[src/rtl/minterm_lut.sv]
// minterm_lut: a runtime-reloadable N_IN-input boolean function.
//
// The active truth table (bit k = f(minterm k)) answers evaluation requests
// through a 1-deep registered valid/ready stage. A new table is shifted in
// serially into a shadow register while evaluation continues. It then
// replaces the active table in a single COMMIT cycle.
//
// Optional feature: define MINTERM_COUNT_EN to add the true_count output.
// It is a registered popcount of the active table.
//
// Parameters:
//   N_IN  number of function inputs (2..8); table depth D = 2**N_IN
//   INIT  truth table loaded at reset
//
// Ports:
//   clk, rst_n       clock, asynchronous active-low reset
//   in_valid/in_vec  evaluation request; in_vec is the minterm index
//   in_ready         request accepted this cycle
//   out_valid/out_f  registered function value for the accepted index
//   out_ready        consumer takes out_f this cycle
//   cfg_start        begin a table load (only honoured when idle)
//   cfg_bit_valid    cfg_bit carries the next table bit, MSB (minterm D-1) first
//   cfg_abort        abandon a load that is still shifting
//   cfg_busy         load in progress (SHIFT or COMMIT)
//   cfg_done         one-cycle pulse while the new table is being committed
//   true_count       (MINTERM_COUNT_EN only) number of 1s in the active table

module minterm_lut #(
  parameter int N_IN = 4,
  parameter logic [(1<<N_IN)-1:0] INIT = 16'hAA45
) (
  input  logic            clk,
  input  logic            rst_n,
  input  logic            in_valid,
  input  logic [N_IN-1:0] in_vec,
  output logic            in_ready,
  output logic            out_valid,
  output logic            out_f,
  input  logic            out_ready,
  input  logic            cfg_start,
  input  logic            cfg_bit_valid,
  input  logic            cfg_bit,
  input  logic            cfg_abort,
  output logic            cfg_busy,
  output logic            cfg_done
`ifdef MINTERM_COUNT_EN
  ,
  output logic [N_IN:0]   true_count
`endif
);

  localparam int D = 1 << N_IN;

  typedef enum logic [1:0] {
    IDLE,
    SHIFT,
    COMMIT
  } state_t;

  state_t          state;
  logic [D-1:0]    active_tbl;
  logic [D-1:0]    shadow;
  logic [N_IN-1:0] cnt;

  // The output register can take a new request whenever it is empty or is
  // being drained in the same cycle.
  assign in_ready = !out_valid || out_ready;

  // Evaluation stage. It never looks at the load FSM. A request accepted in
  // the COMMIT cycle therefore reads the old table, because active_tbl only
  // changes at the end of that cycle.
  always_ff @(posedge clk or negedge rst_n) begin
    if (!rst_n) begin
      out_valid <= 1'b0;
      out_f     <= 1'b0;
    end else if (in_valid && in_ready) begin
      out_valid <= 1'b1;
      out_f     <= active_tbl[in_vec];
    end else if (out_ready) begin
      out_valid <= 1'b0;
    end
  end

  // Table load FSM.
  // Bits arrive MSB first, so bit number cnt belongs at index D-1-cnt. With
  // an N_IN-bit counter that index is simply ~cnt. The D-th bit is the one
  // that arrives with cnt all ones. cfg_done and cfg_busy are registered
  // alongside the state, so both are high exactly during COMMIT. cfg_busy is
  // also high throughout SHIFT.
  always_ff @(posedge clk or negedge rst_n) begin
    if (!rst_n) begin
      state      <= IDLE;
      cnt        <= '0;
      shadow     <= '0;
      active_tbl <= INIT;
      cfg_busy   <= 1'b0;
      cfg_done   <= 1'b0;
    end else begin
      cfg_done <= 1'b0;
      case (state)
        IDLE: begin
          if (cfg_start) begin
            state    <= SHIFT;
            cnt      <= '0;
            cfg_busy <= 1'b1;
          end
        end
        SHIFT: begin
          // Abort wins over a bit arriving in the same cycle.
          if (cfg_abort) begin
            state    <= IDLE;
            cnt      <= '0;
            shadow   <= '0;
            cfg_busy <= 1'b0;
          end else if (cfg_bit_valid) begin
            shadow[~cnt] <= cfg_bit;
            cnt          <= cnt + 1'b1;
            if (cnt == '1) begin
              state    <= COMMIT;
              cfg_done <= 1'b1;
            end
          end
        end
        COMMIT: begin
          active_tbl <= shadow;
          state      <= IDLE;
          cnt        <= '0;
          cfg_busy   <= 1'b0;
        end
        default: begin
          state    <= IDLE;
          cnt      <= '0;
          cfg_busy <= 1'b0;
        end
      endcase
    end
  end

`ifdef MINTERM_COUNT_EN
  function automatic logic [N_IN:0] popcount(input logic [D-1:0] v);
    logic [N_IN:0] c;
    c = '0;
    for (int i = 0; i < D; i++) begin
      c = c + {{N_IN{1'b0}}, v[i]};
    end
    return c;
  endfunction

  // The count is loaded on the same edge that commits the table. The new
  // count therefore appears the cycle after cfg_done.
  always_ff @(posedge clk or negedge rst_n) begin
    if (!rst_n) begin
      true_count <= popcount(INIT);
    end else if (state == COMMIT) begin
      true_count <= popcount(shadow);
    end
  end
`endif

endmodule

[config.mk]
export PLATFORM = sky130hd
export DESIGN_NAME = minterm_lut
export DESIGN_NICKNAME = d
export VERILOG_FILES = /design/src/rtl/minterm_lut.sv
export SDC_FILE = /design/constraint.sdc
export NUM_CORES = 1
export LEC_CHECK = 0
export CORE_ASPECT_RATIO = 1.75
export CORE_MARGIN = 3
export CORE_UTILIZATION = 55
export CTS_CLUSTER_SIZE = 24
export DETAILED_ROUTE_END_ITERATION = 8
export PLACE_DENSITY_LB_ADDON = 0.12
export SYNTH_ARGS = -nofsm -noshare
export SYNTH_HDL_FRONTEND = slang
export SYNTH_SLANG_ARGS = --single-unit
[constraint.sdc]
create_clock -name clk -period 1.5 [get_ports clk]
set_input_delay 0.45 -clock clk [delete_from_list [all_inputs] [get_ports clk]]
set_output_delay 0.45 -clock clk [all_outputs]
set_load 0.005 [all_outputs]
---- Yosys cells after proc, flatten, opt, wreduce, memory -nomap -nowiden ----
Index checks and enable logic that the tools add are counted.
W data, S select, Z words.
storage, ports and cells
  input port bits ......................... 12
  bits in registers ....................... 42
  logic and storage cells ................. 56
operators by class
  reduce and logical (&&, ||, !) cells .... 11
  order comparisons ....................... 3
  bitwise operators ....................... 1
  mux-type cells .......................... 25
  $add $sub $neg .......................... 1
  equal/unequal tests ..................... 7
operators with widths
  cell                   count
  $mux W16               2
  $bwmux W16             1
  $mux W4                3
  $lt A4 B5 Y1 const B   2
  $mux W1                10
  $mux W2                4
  $pmux W4 S2            1
  $ne A3 B3 Y1 const B   2
  $reduce_and A2 Y1      3
  $add A4 B1 Y4 const B  1
  $bmux W1 S4            1
  $demux W1 S4           1
  $eq A4 B4 Y1 const B   1
  $ge A4 B1 Y1 const B   1
  $ne A2 B2 Y1 const B   2
  $not A4 Y4             1
  $pmux W2 S2            1
  $reduce_bool A2 Y1     2
  $reduce_and A3 Y1      1
  $eq A2 B1 Y1 const B   1
  $eq A2 B2 Y1 const B   1
  $logic_and A1 B1 Y1    2
  $logic_not A2 Y1       1
  $pmux W1 S2            1
  2 further kinds        2

---- Longest topological paths before layout ----
  depth in word-level cells ............... 8
  gate-level depth with buffers ........... 6
  gate-level depth less buffers ........... 5

---- Worst setup path after synthesis ----
No wires, ideal clock.
  path kind ............................... in2reg
  start ................................... input in_vec[1]
  end ..................................... register out_f
  data arrival time ....................... 1260 ps
  path buffers ............................ 1
  path slack .............................. 104 ps
  stages on the path ...................... 4
  library setup time ...................... 136 ps
  cells stage by stage .................... buf_6 mux4_2 mux2i_1 o211ai_1
between the ends
  cells in the longest elaborated chain, start to end .. 2
ends and longest elaborated chain
  element                        RTL line  RTL
  start: declaration             35        input logic [N_IN-1:0] in_vec,
  $bmux W1 S4                    78        out_f <= active_tbl[in_vec];
  $mux W1 (implied by the code)  78
  end signal: assignment         78
  end: declaration               38        output logic out_f,
Every way passes these cells. The select of a mux whose other input is x is not followed.
A chain may end at the register's enable or synchronous reset.

---- Final worst setup path ----
  start ................................... register out_valid
  end ..................................... output out_valid
RTL lines
  element                   RTL line  RTL
  start: declaration        37        output logic out_valid,
  start signal: assignment  74        out_valid <= 1'b0;
  start signal: assignment  77        out_valid <= 1'b1;
  start signal: assignment  80        out_valid <= 1'b0;
No word-level cell between the ends.

==> impl_metrics.csv <==
group,metric,value,unit
outcome,status,"complete, no violations",
yosys,synthesis.area,2120,µm²
worst_setup_path,critPathRequiredTime,1.05,ns
worst_setup_path,path_buf_inv,1,
yosys,yosys.area.top_type,"dfrtp_1",
yosys,synth_seq_cells,42,
worst_setup_path,reg2reg_depth,4,
die,boundaryPins,17,
timing,layout_min_cycle_time,1.42,ns
worst_setup_path,slowest_delay,0.41,ns
clock_tree,cts_buffers,5,
yosys,synth.distinct_cells,35,
place,routabilityCongestion,0.767,
clock_tree,root_buffer,"clkbuf_8",
yosys,synth_edf_count,0,
power_and_ir_drop,p_per_area,1080,nW/µm²
timing,finalSetupTns,0,ns
place,pre_cts_ws,-0.468,ns
drt,route.detailed.wl_per_inst,16.2,µm
grt,use_met2,41.0,%
worst_hold_path,hp-class,"input port to async pin",
worst_setup_path,start_kind,"flop",
worst_setup_path,timing.rr.end,"shadow[11]$_DFFE_PN0P_",
cells_and_area,nets,240,
clock_tree,cts_hold_buf,0,
place,buffer_ports.inserted,16,
die,initial_core_util,57.7,%
timing,setup_ws,0.0782,ns
yosys,synth_async_sr_flop_share,100,%
timing,worstMarginPinSlew,0.397,ns
worst_setup_path,crit_fanout,2,
timing,slew_headroom,73.5,%
timing,rsz0062_at_grt,"false",
grt,antenna_found_initial,0,
drt,drt-vias-per-instance,5.65,
clock_tree,clkLatencyLatePin,0.29,ns
timing,hold_ws,0.117,ns
yosys,synth_ff_type,"dfrtp_1",
timing,finalCritPeriodShare,94.8,%
drt,drc,0,
clock_tree,h-tree-depth,2,
timing,fmax,703,MHz
place,placed_cell_area,2430,µm²
cells_and_area,finalInstanceArea,2570,µm²
yosys,ys_warn_count,0,
grt,grt-ovfl-total,0,
yosys,ys_seq_area_share,50.1,%
cells_and_area,fillCellCount,293,
worst_setup_path,slowest_stage,"dfrtp_1",
flow_run,cap_viol_max_count,0,
worst_setup_path,critical_path_class,"flop to primary output",
grt,top_usage_layer,"met2",
cells_and_area,antenna_cells,0,
timing,hold_viol_final,0,
clock_tree,cts_buffer_depth,2,
timing,finalSetupViolCount,0,
die,die_h,88.1,µm
cells_and_area,drive_above_1_share,26.2,%
clock_tree,clock_sinks,42,
die,rows,29,
timing,skew,0.00185,ns
worst_setup_path,crit_family,"flip-flops",
die,dieArea,4660,µm²
yosys,synth_common_cells,"dfrtp_1 (35), nand2_1 (32), mux2i_1 (20)",
worst_setup_path,reg2reg_slack,0.14,ns
drt,vias,1530,
grt,grtUsageMet3,3.92,%
yosys,syn_inst,193,
drt,finalWirelength,4.40,mm
worst_setup_path,endpoint_kind,"primary output",
place,dpl.hpwl,3.32,mm
worst_setup_path,crit_arrival,0.97,ns
clock_tree,tritoncts,"done",
yosys,avgSynthCellArea,11.0,µm²
drt,drt-initial-drc-count,44,
drt,antenna_left,0,
power_and_ir_drop,leakage,1.27,nW
power_and_ir_drop,peakVddDrop,0.948,mV
grt,grt_pass1_wl,7.44,mm
yosys,synth.most_common_cell,"dfrtp_1",
die,die_width,52.9,µm
grt,grtUsageMet1,23.0,%
cells_and_area,syn_to_final_growth,21.3,%
drt,drtPass1Iterations,4,
yosys,synth.net_count,209,
grt,grtUsageTotal,22.0,%
timing,slew_violations,0,
die,core_area,3660,µm²
yosys,yosys-top-cells-area,"dfrtp_1 (41%), mux2i_1 (9.5%), dfstp_2 (8.7%), mux2_2 (8.5%), nand2_1 (5.7%)",
yosys,yosysTopAreaCellShare,41.4,%
worst_setup_path,path_cells,"dlygate4sd2_1",
grt,grt_max_degree,43,
clock_tree,path_clk_slew,0.07,ns
worst_setup_path,r2r_start,"state[0]$_DFFE_PN0P_",
grt,grt_pass1_vias,1634,
## layer usage
metal	vias to the layer above	wire length, µm
met2	30	2550
met1	757	1620
met4	0	114
li1	735	-
met5	-	0
met3	8	119
## layout by cell type, fill, tap and decap left out, drive strengths merged, types with 2 or more instances in the layout
master | Yosys | final
nor3 | 2 | 2
dfstp | 7 | 7
clkbuf | 1 | 7
ha | 4 | 4
mux2 | 16 | 16
dlymetal6s2s | 0 | 2
buf | 9 | 20
nor2 | 9 | 9
mux4 | 2 | 2
nand2b | 3 | 3
inv | 6 | 6
nand2 | 32 | 32
nand3 | 6 | 6
clkdlybuf4s50 | 0 | 5
a22oi | 2 | 2
dfrtp | 35 | 35
dlygate4sd2 | 0 | 7
o21ai | 18 | 18
a21oi | 4 | 4
o22ai | 2 | 2
nand3b | 2 | 2
nor2b | 3 | 3
mux2i | 20 | 20
o211ai | 2 | 2
## through the flow
step / total power [mW] / cells / utilization, %
after floorplan: 1.68 / 193 / -
after global routing: 2.93 / 271 / 70.0
after global placement: 1.88 / 262 / 66.3
final: 2.77 / 271 / 70.0
after detailed placement: 1.92 / 262 / 66.3
after CTS: 2.77 / 271 / 69.2
## final cells by class
type	count	area, µm²	share of cell area, %
clock buffers	7	76.3	2.97
repair buffers	34	338	13.2
flip-flops and latches	42	1060	41.3
well taps	46	57.6	2.24
multi-input cells	135	980	38.2
inverters	6	25.0	0.975
clock inverters	1	30.0	1.17
## flip-flops by register name, indices dropped and copies added (netlist names)
register,count
cfg_busy,1
cfg_done,1
out_valid,1
out_f,1
cnt,4
shadow,16
active_tbl,16
state,2
## power breakdown
group	internal, mW	leakage (nW)	total, mW	switching, mW
Sequential	1.26	0.541	1.38	0.124
Clock	0.498	0.0524	0.854	0.357
Combinational	0.250	0.677	0.528	0.279
## cell families (layout without fill, tap and decap cells)
family / after synthesis / in the layout / share of synthesized area (%)
and+or+nand+nor: 60 / 60 / 13.0
DFF: 42 / 42 / 50.1
muxes: 38 / 38 / 20.1
AOI/OAI and AO/OA: 33 / 33 / 9.70
buffers and inverters: 16 / 48 / 4.73
adders and majority gates: 4 / 4 / 2.37
## worst max-delay path by stage
stage / startpoint / end / slack (ns) / depth (start not counted)
4_1_cts: out_ready / in_ready / -0.07 / 3
5_1_grt: in_vec[2] / out_f$_DFFE_PN0P_ / 0.03 / 4
6_report: out_valid$_DFFE_PN0P_ / out_valid / 0.08 / 1
3_5_place_dp: in_vec[1] / out_f$_DFFE_PN0P_ / -0.47 / 4
2_1_floorplan: in_vec[1] / out_f$_DFFE_PN0P_ / 0.10 / 4
3_3_place_gp: out_ready / in_ready / -0.45 / 3
## timing repair
action	4_1_cts	5_1_grt
buffers inserted	1	0
pin swaps	0	0
setup endpoints to repair	13	6
gates resized for setup	12	6
Power figures use the tool's default switching activity.
